## src/rtl/fft_pkg.sv

```systemverilog
// Shared types and helpers for the FFT sample loader.
// Holds width defaults, the loader FSM states and address reversal.
package fft_pkg;

  localparam int ADDR_W_DEF = 8;
  localparam int DATA_W_DEF = 16;

  typedef enum logic [1:0] {
    IDLE,
    LOAD,
    DONE
  } state_t;

  // Mirror the low `width` bits; the upper zero bits fall out of the shift.
  function automatic logic [31:0] bit_rev(
    input logic [31:0] value,
    input int          width
  );
    logic [31:0] full;
    full = {<<{value}};
    return full >> (32 - width);
  endfunction

endpackage

```

## src/rtl/bitrev_addr.sv

```systemverilog
// Combinational W-bit address reversal for decimation-in-time ordering.
module bitrev_addr
  import fft_pkg::*;
#(
  parameter int W = ADDR_W_DEF
) (
  input  logic [W-1:0] value,
  output logic [W-1:0] result
);

  assign result = W'(bit_rev(32'(value), W));

endmodule

```

## src/rtl/fft_sample_loader.sv

```systemverilog
// Streams one frame of samples into FFT RAM, optionally bit-reversed,
// then holds frame_ready until the FFT core acknowledges the frame.
module fft_sample_loader
  import fft_pkg::*;
#(
  parameter int ADDR_W = ADDR_W_DEF,
  parameter int DATA_W = DATA_W_DEF,
  parameter int BITREV = 1
) (
  input  logic              clk,
  input  logic              reset,
  input  logic              start,
  input  logic              in_valid,
  output logic              in_ready,
  input  logic [DATA_W-1:0] in_data,
  output logic              read_write,
  output logic [ADDR_W-1:0] address,
  output logic [DATA_W-1:0] data_bus,
  output logic              bus_clr,
  output logic              frame_ready,
  input  logic              frame_ack,
  output logic [7:0]        frame_count
);

  localparam logic [ADDR_W-1:0] LAST = '1;

  state_t            state;
  logic [ADDR_W-1:0] count;
  logic [ADDR_W-1:0] rev_count;
  logic [ADDR_W-1:0] wr_addr;
  logic              accept;

  bitrev_addr #(.W(ADDR_W)) u_rev (
    .value (count),
    .result(rev_count)
  );

  assign wr_addr  = (BITREV != 0) ? rev_count : count;
  assign in_ready = (state == LOAD) && !reset;
  assign accept   = in_valid && in_ready;

  always_ff @(posedge clk) begin
    if (reset) begin
      state       <= IDLE;
      count       <= '0;
      frame_count <= '0;
      read_write  <= 1'b0;
      bus_clr     <= 1'b1;
      address     <= '0;
      data_bus    <= '0;
      frame_ready <= 1'b0;
    end else begin
      // Bus is released unless this edge captures a sample.
      read_write <= 1'b0;
      bus_clr    <= 1'b1;
      data_bus   <= '0;
      unique case (state)
        IDLE: begin
          if (start) begin
            state <= LOAD;
            count <= '0;
          end
        end
        LOAD: begin
          if (accept) begin
            read_write <= 1'b1;
            bus_clr    <= 1'b0;
            data_bus   <= in_data;
            address    <= wr_addr;
            count      <= count + ADDR_W'(1);
            if (count == LAST) state <= DONE;
          end
        end
        DONE: begin
          // First DONE cycle carries the final write; announce after it.
          if (!frame_ready) begin
            frame_ready <= 1'b1;
            frame_count <= frame_count + 8'd1;
          end else if (frame_ack) begin
            frame_ready <= 1'b0;
            state       <= IDLE;
          end
        end
        default: state <= IDLE;
      endcase
    end
  end

endmodule

```

## config.mk

```make
export PLATFORM = sky130hd
export DESIGN_NAME = fft_sample_loader
export DESIGN_NICKNAME = d
export VERILOG_FILES = /design/src/rtl/fft_pkg.sv /design/src/rtl/bitrev_addr.sv /design/src/rtl/fft_sample_loader.sv
export SDC_FILE = /design/constraint.sdc
export NUM_CORES = 1
export LEC_CHECK = 0
export CORE_MARGIN = 1.5
export CORE_UTILIZATION = 45
export CTS_CLUSTER_DIAMETER = 150
export CTS_CLUSTER_SIZE = 16
export DETAILED_ROUTE_END_ITERATION = 7
export MAX_ROUTING_LAYER = met4
export PLACE_DENSITY = 0.83
export SLEW_MARGIN = 20
export SYNTH_ARGS = -nofsm -noshare
export SYNTH_HDL_FRONTEND = slang
export SYNTH_SLANG_ARGS = --single-unit
```

## constraint.sdc

```tcl
create_clock -name clk -period 1.75 [get_ports clk]
set_input_delay 0.525 -clock clk [delete_from_list [all_inputs] [get_ports clk]]
set_output_delay 0.525 -clock clk [all_outputs]
set_load 0.01 [all_outputs]
```

==> results.py, run 1 <==
metrics = {
    "final_layout": {
        "final_cell_mix": "clkdlybuf4s50_1, dfxtp_1, and2_1",
        "multi_input_area_um2": 733,
        "drive_above_1_share": 0.149,
        "finalNetCount": 264,
        "final_common_cell": "clkdlybuf4s50_1",
        "area_delta_synth_final_pct": 46.6,
        "fillers": 304,
        "seq_area_um2": 907,
        "antennaDiodeCount": 0,
    },
    "yosys": {
        "avgSynthCellArea_um2": 9.87,
        "ys_ff_latch": 45,
        "synth_nets": 197,
        "synth_cells": 174,
        "ys_warn_count": 0,
        "ys_seq_area_frac": 0.525,
        "ys_types": 36,
        "syn_area_mm2": 0.00172,
    },
    "sta": {
        "hold_violations": 0,
        "worstMarginPinSlew_ps": 243,
        "rsz0062_at_grt": "false",
        "achievable-frequency_mhz": 581,
        "period_needed_ps": 1720,
        "fin_skew_ps": 2.89,
        "fin_crit_sh": 0.984,
        "max-slew-margin-rel": 0.838,
        "finalMaxSlewViolations": 0,
        "hold_ws_ps": 477,
        "setup_viol": 0,
    },
    "global_routing": {
        "first_global_vias": 1378,
        "antenna_found_initial": 0,
        "grt_most_used_layer": "met2",
        "global_route.usage.met1": 0.213,
        "grt_max_degree": 23,
        "track_usage": 0.186,
        "use_met3": 0.0608,
        "grt_overflow": 0,
        "use_met2": 0.298,
        "grt_pass1_wl_um": 5810,
    },
    "worst_setup_path": {
        "critPathMaxFanout": 3,
        "worstPathRequired_ps": 1960,
        "r2r_end": "frame_count[5]$_SDFFE_PP0P_",
        "rr_worst_depth": 4,
        "rr_startpoint": "state[1]$_SDFFE_PP0P_",
        "r2r_setup_slack_ps": 80,
        "crit_type": "in -> reg",
        "endpoint_kind": "register",
        "worst-endpoint-arrival_ps": 1930,
        "cp-start-kind": "input pin",
    },
    "clock_network": {
        "postCtsSetupBuffers": 0,
        "cts_tree": "built",
        "cts.clk_slew.worst_paths_ps": 80,
        "cts_hold_buf": 0,
        "root_buffer": "clkbuf_8",
        "clock_path_buffers": 2,
        "cts_sinks": 45,
        "h-tree-depth": 2,
        "numCtsBuffers": 5,
        "clock_latency_ps": 280,
    },
    "min_path": {
        "hold_path_depth": 2,
        "hold_path_class": "reg -> reg",
        "hold-path-endpoint": "address[0]$_SDFFE_PP0P_",
        "hold_start": "address[0]$_SDFFE_PP0P_",
    },
    "detailed_routing": {
        "dr.pass1.iters": 4,
        "routedWlPerCell_um": 12.0,
        "vias": 1490,
        "drt_iter0_markers": 82,
        "routed_via_density": 5.14,
        "ant_nets": 0,
        "wl_um": 3470,
        "drcViolationCount": 0,
    },
    "floorplanning": {
        "start_util": 0.469,
        "core_mm2": 0.00366,
        "die_w_um": 64.8,
        "row_count": 22,
        "ioPinCount": 57,
        "dieArea_mm2": 0.00419,
        "die_y_um": 64.8,
    },
    "pwr": {
        "power_mw": 1.86,
        "pwr_density_cell_mw_per_mm2": 739,
        "ir_worst_vdd_v": 0.000616,
        "p_leak_nw": 1.07,
    },
    "flow_run": {
        "cap_violations": 0,
    },
    "place": {
        "routabilityCongestion": 0.883,
        "portBuffers": 56,
        "hpwlAfterDp_um": 2430,
    },
    "run_status": {
        "outcome": "completed",
    },
}
-- what timing repair did --
| item | 4_1_cts | 5_1_grt |
|---|---|---|
| endpoints found under the hold margin | 0 | 0 |
| pin swaps | 1 | 1 |
| gates resized for setup | 15 | 9 |
| setup endpoints to repair | 25 | 10 |
-- flip-flops by register name, indices dropped and copies added (netlist names) --
| signal | cells |
|---|---|
| read_write | 1 |
| data_bus | 16 |
| frame_count | 8 |
| count | 8 |
| state | 2 |
| bus_clr | 1 |
| frame_ready | 1 |
| address | 8 |
-- worst max-delay path by stage --
stage                                 from                           to  slack [ps]  depth (start not counted)
2_1_floorplan        state[0]$_SDFFE_PP0P_  frame_count[5]$_SDFFE_PP0P_         140                          5
3_5_place_dp                         reset                     in_ready        -610                          4
6_report                          in_valid        count[7]$_SDFFE_PP0P_          30                          5
4_1_cts        frame_count[6]$_SDFFE_PP0P_               frame_count[6]           3                          1
5_1_grt              state[1]$_SDFFE_PP0P_  frame_count[5]$_SDFFE_PP0P_           5                          4
3_3_place_gp                         reset                     in_ready        -600                          4
-- per-layer routing --
metal  up-vias  share of wire
met5         -              0
met4         0          0.012
met3         2          0.053
met2        48           0.47
met1       692           0.46
li1        748              -
-- layout make-up --
type / instances / share of cell area
clock buffers: 7 / 0.0383
clock inverters: 1 / 0.00199
inverters: 9 / 0.0134
multi-input cells: 111 / 0.291
flip-flops and latches: 45 / 0.361
well taps: 48 / 0.0239
repair buffers: 69 / 0.271
-- cell families (layout without fill, tap and decap cells) --
group           after synthesis  in the layout  share of synthesized area
buf+inv                      18             86                     0.0525
fa+ha+maj                     2              2                     0.0146
xor+xnor                      2              2                     0.0102
compound gates               33             33                      0.125
flops                        45             45                      0.525
mux                           5              5                     0.0299
simple gates                 69             69                      0.243
-- cells in the mapped netlist --
library cell  number  share of area
a21oi_1            4          0.012
a22oi_1            4          0.017
a2bb2oi_1          1         0.0051
a31oi_1            1         0.0036
a41o_2             1         0.0066
and2_1            16          0.058
and2b_2            2          0.010
and3_1             2         0.0073
and4_1             1         0.0051
and4bb_2           2          0.015
buf_6              3          0.020
clkbuf_1           6          0.013
dfxtp_1           45           0.52
ha_1               2          0.015
inv_1              9          0.020
mux2_2             1         0.0066
mux2i_1            4          0.023
nand2_1            9          0.020
nand2b_1           3          0.011
nand3_1            5          0.015
nand3b_1           5          0.022
nand4_1            5          0.018
nor2_1             8          0.017
nor2b_1            1         0.0036
nor3_1             2         0.0058
nor3b_1            2         0.0087
o2111ai_1          2          0.010
o21ai_0           13          0.038
o21bai_1           2         0.0087
o221ai_1           2          0.010
o31ai_1            3          0.013
or3_2              1         0.0044
or3b_1             1         0.0051
or4_1              4          0.017
xnor2_1            1         0.0051
xor2_1             1         0.0051
-- critical path, stage by stage --
cell             delay [ps]
clkdlybuf4s50_1         520
and4bb_2                250
inv_1                    50
or4_1                   500
o221ai_1                 80
-- power breakdown --
group          internal (mW)  switching, mW
Sequential              1.04        0.00611
Combinational         0.0911         0.0525
Clock                  0.357          0.316
Total                   1.48          0.375
-- stage by stage --
step | util | std cells | TNS, ps | cell area [µm²] | worst slack, ps
CTS | 0.680 | 290 | 0 | 2490 | 2.67
finish | 0.687 | 290 | 0 | 2520 | 27.8
detailed placement | 0.650 | 282 | -12630 | 2380 | -612
global placement | 0.650 | 282 | -12190 | 2380 | -596
floorplan | - | 174 | 0 | 1720 | 139
global route | 0.687 | 290 | 0 | 2520 | 5.06
(Power assumes the default switching activity.)
==> run 2: changes to the inputs <==
- CORE_ASPECT_RATIO: unset -> 1.2
==> results.py, run 2 (synthesis results as in run 1) <==
metrics = {
    "worst_setup_path": {
        "cp_num_cells": 1,
        "crit_family": "buffers and inverters",
        "rr_worst_depth": 4,
        "worstPathRequired_ps": 1220,
        "crit_type": "reg -> out",
        "critPathMaxFanout": 2,
        "slowest_delay_ps": 540,
        "endpoint_kind": "output port",
        "worst-path-buf-inv": 1,
        "worst-endpoint-arrival_ps": 1180,
        "critPathSlowestCell": "clkdlybuf4s50_1",
        "cp-start-kind": "register",
        "crit_path_cell_trace": "clkdlybuf4s50_1",
    },
    "pwr": {
        "p_leak_nw": 1.07,
        "power_frac_seq": 0.571,
        "switching_share": 0.227,
        "ir_worst_vdd_v": 0.000674,
        "pwr_density_cell_mw_per_mm2": 722,
        "intPower_mw": 1.41,
        "p_switching_mw": 0.415,
        "p_clk_frac": 0.350,
        "power_mw": 1.82,
        "comb_power_share": 0.079,
    },
    "place": {
        "routabilityCongestion": 0.792,
        "hpwlAfterDp_um": 2670,
        "portBuffers": 56,
    },
    "global_routing": {
        "first_global_vias": 1440,
        "grt_overflow": 0,
        "grt_max_degree": 17,
        "grt_pass1_wl_um": 6090,
        "track_usage": 0.192,
        "antenna_found_initial": 0,
    },
    "detailed_routing": {
        "vias": 1523,
        "wl_um": 3660,
        "drcViolationCount": 0,
        "dr.pass1.iters": 4,
        "drt_iter0_markers": 67,
        "routed_via_density": 5.13,
        "ant_nets": 0,
        "routedWlPerCell_um": 12.3,
    },
    "final_layout": {
        "largest_reg_flops": 16,
        "regMostFlops": "data_bus",
        "antennaDiodeCount": 0,
        "drive_above_1_share": 0.151,
        "final_cell_mix": "clkdlybuf4s50_1, dfxtp_1, and2_1",
        "finalNetCount": 267,
        "area_delta_synth_final_pct": 47.3,
        "final_common_cell": "clkdlybuf4s50_1",
    },
    "sta": {
        "finalMaxSlewViolations": 0,
        "hold_ws_ps": 466,
        "worstMarginPinSlew_ps": 261,
        "rsz0062_at_grt": "false",
        "period_needed_ps": 1700,
        "fin_skew_ps": 4.55,
        "setup_viol": 0,
        "fin_crit_sh": 0.974,
        "achievable-frequency_mhz": 587,
        "hold_violations": 0,
        "max-slew-margin-rel": 0.826,
        "setup_tns_ps": 0,
    },
    "min_path": {
        "hold_path_depth": 1,
        "hold_path_class": "reg -> reg",
    },
    "floorplanning": {
        "start_util": 0.472,
        "dieArea_mm2": 0.00420,
        "ioPinCount": 57,
        "die_w_um": 59.4,
        "core_mm2": 0.00363,
        "row_count": 24,
        "die_y_um": 70.7,
    },
    "clock_network": {
        "cts_sinks": 45,
        "h-tree-depth": 2,
        "root_buffer": "clkbuf_8",
        "cts_tree": "built",
        "clock_path_buffers": 2,
        "numCtsBuffers": 5,
        "postCtsSetupBuffers": 0,
        "clock_latency_ps": 290,
        "cts.clk_slew.worst_paths_ps": 80,
        "cts_hold_buf": 0,
    },
    "run_status": {
        "outcome": "completed",
    },
    "flow_run": {
        "cap_violations": 0,
    },
}
run 2: worst paths after layout:
check                                             start                           to  slack, ps
worst min-delay path              state[1]$_SDFFE_PP0P_        state[0]$_SDFFE_PP0P_        470
worst min register to register    state[1]$_SDFFE_PP0P_        state[0]$_SDFFE_PP0P_        470
worst max-delay path            address[4]$_SDFFE_PP0P_                   address[4]         50
worst max register to register    state[0]$_SDFFE_PP0P_  frame_count[5]$_SDFFE_PP0P_        120
run 2: area by class of cell:
class	instances	area, µm²
multi-input combinational	111	733
fill	295	1100
clock inverter	3	21.3
tap	52	65.1
sequential	45	907
clock buffer	5	68.8
timing repair buffer	72	699
inverter	9	33.8
run 2: power groups by stage:
stage	logic (mW)	registers [mW]	clock network, mW
after CTS	0.145	1.04	0.659
final	0.144	1.04	0.639
after global routing	0.156	1.04	0.705
after global placement	0.141	1.07	0
after floorplan	0.0465	1.07	0
after detailed placement	0.143	1.07	0
run 2: what timing repair did:
item,in CTS,in global routing
pin swaps,1,0
hold endpoints to repair,0,0
endpoints found under the setup margin,25,10
resized for setup,14,9
gates cloned,1,0
run 2: stage by stage:
stage                     instances  setup slack [ps]  instance area, µm²   util
final                           297              45.9                2530  0.696
after global routing            297              2.98                2530  0.696
after CTS                       297              8.04                2510  0.690
after detailed placement        288              -541                2410  0.664
after global placement          288              -566                2410  0.664
after floorplan                 174               139                1720      -
run 2: routing by layer:
layer | vias to the layer above | share of wire | GRT usage
li1 | 754 | - | -
met1 | 702 | 0.39 | 0.210
met2 | 59 | 0.53 | 0.331
met3 | 8 | 0.067 | 0.0622
met4 | 0 | 0.012 | 0.0455
met5 | - | 0 | -
==> RTL edit 1, RTL diff (flow settings as in run 2) <==
Make the reset (`reset`) asynchronous in one clocked block.
--- a/src/rtl/fft_sample_loader.sv
+++ b/src/rtl/fft_sample_loader.sv
@@ -41,3 +41,3 @@
 
-  always_ff @(posedge clk) begin
+  always_ff @(posedge clk or posedge reset) begin
     if (reset) begin
Formal check against the unedited RTL: differs if reset is asserted again (counterexample within 4 cycles, from zero or initial values and one cycle with reset high); with reset held inactive, the same outputs for 10 cycles.
==> RTL edit 1 against run 2 <==
- first-iteration DRC count is 27% lower
- hold slack got worse by 0.12 ns
- sequential cell count unchanged
- final area is 8.6% higher
- core utilization is 4.1 points higher
- via count down 3.4%
- setup slack got worse by 0.0045 ns
- area after synthesis up 4.1%
- routed wire length increased by 7.8%
- critical endpoint is now address[0]
Power is not compared: it rests on default switching activity, and its combinational part moved more than twofold at a synthesized area within 25%.
==> RTL edit 1: results (changes against run 2) <==
[hold_path]
hp-class=input pin to async pin  ; was flop to flop

[timing]
clock-skew-final_ns=0.00875  ; was 0.00455 ns
worstMarginPinSlew_ns=0.399  ; was 0.261 ns
max_freq_mhz=585  ; was 587 MHz

[logic_synthesis]
synth_nets=180  ; was 197
netlist_top_cells_area=dfrtp_1 62%, nand2_1 6.5%, and2_1 5.6%  ; was dfxtp_1 52%, and2_1 5.8%, o21ai_0 3.8%
synthArstFlopShare_pct=100  ; was 0%
synth_compound_area_share_pct=7.63  ; was 12.5%
synth_common_cells=44 x dfrtp_1, 31 x nand2_1, 16 x and2_1  ; was 45 x dfxtp_1, 16 x and2_1, 13 x o21ai_0
synthDistinctLibCells=37  ; was 36
synth_xor_area_share_pct=3.43  ; was 1.02%

[setup_path]
reg2reg_slack_ns=0.25  ; was 0.12 ns
r2r-end=state[1]  ; was frame_count[5]
crit_start=address[0]  ; was address[4]
cp-endpoint=address[0]  ; was address[4]
timing.rr.start=count[0]  ; was state[0]

[pwr]
switching_share_pct=25.0

[routing]
vias_per_cell=5.07  ; was 5.13
drtIter0Drc=49  ; was 67
vias=1471  ; was 1,523

[cells_and_area]
fin_nets=260  ; was 267
finish.instance_area_mm2=0.00275  ; was 0.00253 mm2
drive_gt1_share_pct=17.2  ; was 15.1%

[place]
placed_cell_area_mm2=0.00249  ; was 0.00241 mm2
numPlacedInstances=271  ; was 288
gp_congestion=0.836  ; was 0.792
place_ws_ns=-0.379  ; was -0.541 ns

[global_route]
grt_usage_pct=19.4  ; was 19.2%
grt_max_degree=18  ; was 17
grt_pass1_wl_mm=6.13  ; was 6.09 mm

[outcome]
status=finished clean  ; unchanged

[clocking]
numCtsBuffers=5  ; unchanged

## RTL edit 1: cell types whose count changed after synthesis, moves of 4 or more
cell	change
nor2_1	-7
nand2_1	+22
o21ai_0	-8
clkbuf_1	-4
nand3b_1	-5
a22oi_1	-4
a21oi_1	-4
dfrtp_1	+44
dfxtp_1	-45
inv_1	-6
## RTL edit 1: how the worst min path moves through the flow
stage | start | to | slack [ns] | depth (start not counted)
final | reset | frame_count[7] | 0.34 | 3
after detailed placement | frame_count[7] | frame_count[7] | 0.46 | 1
after global placement | frame_count[7] | frame_count[7] | 0.46 | 1
after global routing | reset | frame_count[7] | 0.35 | 3
after floorplan | count[7] | count[7] | 0.45 | 1
after CTS | frame_count[7] | frame_count[7] | 0.48 | 1
## RTL edit 1: per-layer routing
layer  GRT usage, %  vias up  routed length (um)
met5              -        -                   0
met4           6.04        0                  40
met3           6.06        5                 203
met2           32.4       59                2120
met1           22.2      715                1580
li1               -      692                   -
## RTL edit 1: area by class of cell
cell class                 count  area share [%]
timing repair inverter         1           0.182
clock inverter                 2            1.37
clock buffer                   6            3.01
multi-input combinational    101            23.2
timing repair buffer          79            28.3
inverter                       4           0.547
tap                           52            2.37
sequential                    45            41.1
## RTL edit 1: power by group through the flow
stage / logic (mW) / clock network, mW / registers [mW]
detailed placement: 0.422 / 0 / 1.25
global route: 0.473 / 0.873 / 1.24
CTS: 0.437 / 0.823 / 1.22
finish: 0.429 / 0.809 / 1.22
global placement: 0.409 / 0 / 1.24
floorplan: 0.174 / 0 / 1.25
## RTL edit 1: repair_timing
item,4_1_cts,5_1_grt
cloned,1,0
endpoints found under the setup margin,12,16
gates resized for setup,9,15
pin swaps,0,1
buffers inserted,10,0
==> RTL edit 2, RTL diff (flow settings as in run 2) <==
Made on the original files. Change the package constant `DATA_W_DEF` from 16 to 32.
--- a/src/rtl/fft_pkg.sv
+++ b/src/rtl/fft_pkg.sv
@@ -5,3 +5,3 @@
   localparam int ADDR_W_DEF = 8;
-  localparam int DATA_W_DEF = 16;
+  localparam int DATA_W_DEF = 32;
 
Interface: changed (resized data_bus and in_data); port bits go from 57 to 89. The function was not compared with the original's and may differ.
==> RTL edit 2 against run 2 <==
- final area rose by 32%
- area after synthesis rose by 23%
- total power rose by 54%
- routed wire length rose by 23%
- setup slack improved by 0.0025 ns
- sequential cell count rose by 16
- via count rose by 20%
- clock power rose by 85%
- critical path type unchanged
==> RTL edit 2: results (changes against run 2) <==
[outcome]
status=finished clean  ; unchanged

[timing]
clock-skew-final_ns=0.00686  ; was 0.00455 ns
slew_headroom_pct=78.8  ; was 82.6%

[setup_path]
slowest_delay_ns=0.54  ; about the same
cp_top_family=buffers and inverters  ; unchanged
crit_path_max_fanout=1  ; was 2
cp.arrival_ns=1.18  ; about the same
reg2reg_depth=4  ; unchanged
slowest_stage=clkdlybuf4s50_1  ; unchanged

[routing]
routed_wl_mm=4.51  ; was 3.66 mm
drtIter0Drc=76  ; was 67
drtPass1Iterations=4  ; unchanged
vias_per_cell=4.86  ; was 5.13

[clocking]
clock_latency_ns=0.33  ; was 0.29 ns
post_cts_buffers=0  ; unchanged
htreeDepth=3  ; was 2
cts.clk_slew.worst_paths_ns=0.06  ; was 0.08 ns
numCtsBuffers=9  ; was 5
cts_max_path_buffers=2  ; unchanged
cts-root-buf=clkbuf_8  ; unchanged

[pwr]
p_leak_nw=1.46  ; was 1.07 nW
irDropWorstVdd_uv=648  ; was 674 uV

[global_route]
grt_pass1_wl_mm=7.33  ; was 6.09 mm
grt_usage_pct=19.7  ; was 19.2%
grt_max_degree=27  ; was 17
grt_pass1_vias=1730  ; was 1,440
antenna_found_initial=0  ; unchanged
gr-total-overflow=0  ; unchanged

[cells_and_area]
diodes=0  ; unchanged
fin_nets=352  ; was 267
top_register=data_bus  ; unchanged
largest_reg_flops=32  ; was 16
drive_gt1_share_pct=11.0  ; was 15.1%

[logic_synthesis]
ys_warn_count=0  ; unchanged
synth_nets=248  ; was 197
synth_common_cells=61 x dfxtp_1, 34 x and2_1, 15 x o21ai_0  ; was 45 x dfxtp_1, 16 x and2_1, 13 x o21ai_0
netlist_top_cells_area=dfxtp_1 58%, and2_1 10%, o21ai_0 3.6%  ; was dfxtp_1 52%, and2_1 5.8%, o21ai_0 3.8%
synthArstFlopShare_pct=0  ; unchanged
synthDistinctLibCells=38  ; was 36
ys_seq_area_share_pct=58.0  ; was 52.5%

[hold_path]
hp-class=flop to flop  ; unchanged
min_path_cells=2  ; was 1

[place]
port_buffers=88  ; was 56
dp_hpwl_mm=3.19  ; was 2.67 mm
gp_congestion=0.889  ; was 0.792

[RTL edit 2: changes by cell type in the layout (fill, tap and decap cells not counted), sizes merged, moves of 3 or more]
cell | run 2 | this run
dfxtp | 45 | 61
nand2 | 9 | 14
clkdlybuf4s50 | 44 | 69
and2 | 16 | 34
nor2 | 8 | 5
o211ai | 0 | 3
clkbuf | 5 | 16
nand2b | 3 | 0
dlygate4sd2 | 4 | 9
a22oi | 4 | 1
[RTL edit 2: per-stage QoR]
stage	cell area, um2	utilization (%)	cells	setup WS [ns]	TNS (ns)
6_report	3340	73.3	376	0.0484	0
5_1_grt	3340	73.3	376	0.00698	0
3_3_place_gp	3140	68.9	360	-0.691	-17.52
3_5_place_dp	3140	68.9	360	-0.729	-18.29
2_1_floorplan	2110	-	209	0.0687	0
4_1_cts	3330	72.9	376	0.00150	0
[RTL edit 2: logic make-up (layout without fill, tap and decap cells)]
family	after synthesis	in the layout	share of synthesized area, %
fa+ha+maj	2	2	1.19
xor+xnor	2	2	0.832
compound gates	34	34	9.98
simple gates	85	85	23.9
mux	4	4	2.02
flops	61	61	58.0
buf+inv	21	130	4.16
[RTL edit 2: path summary, 6_finish.rpt]
check                    start              to  slack (ns)
setup reg to reg      state[1]  frame_count[7]        0.09
setup / recovery  data_bus[15]    data_bus[15]        0.05
hold / removal      address[4]      address[4]        0.46
hold reg to reg     address[4]      address[4]        0.46
[RTL edit 2: repair_timing]
item,4_1_cts,5_1_grt
pin swaps,1,1
hold buffers,0,0
resized for setup,18,9
setup endpoints to repair,50,10
[RTL edit 2: report_power, final]
group / switching [mW] / total, mW / leakage, nW / internal [mW]
Clock: 0.475 / 1.18 / 0.0919 / 0.700
Combinational: 0.0702 / 0.210 / 0.873 / 0.140
Sequential: 0.00757 / 1.42 / 0.494 / 1.41
[RTL edit 2: layer usage]
layer  up-vias  global-route usage (%)  routed length, um
met1       821                    22.3               1900
li1        914                       -                  -
met5         -                       -                  0
met4         0                    14.0                 97
met3         8                    5.94                403
met2        84                    29.3               2110
[RTL edit 2: final cells by class]
class	instances	area [um2]
repair buffers	104	1020
well taps	58	72.6
multi-input cells	127	803
clock inverters	1	30.0
fillers	339	1220
flip-flops and latches	61	1220
inverters	10	37.5
clock buffers	15	156
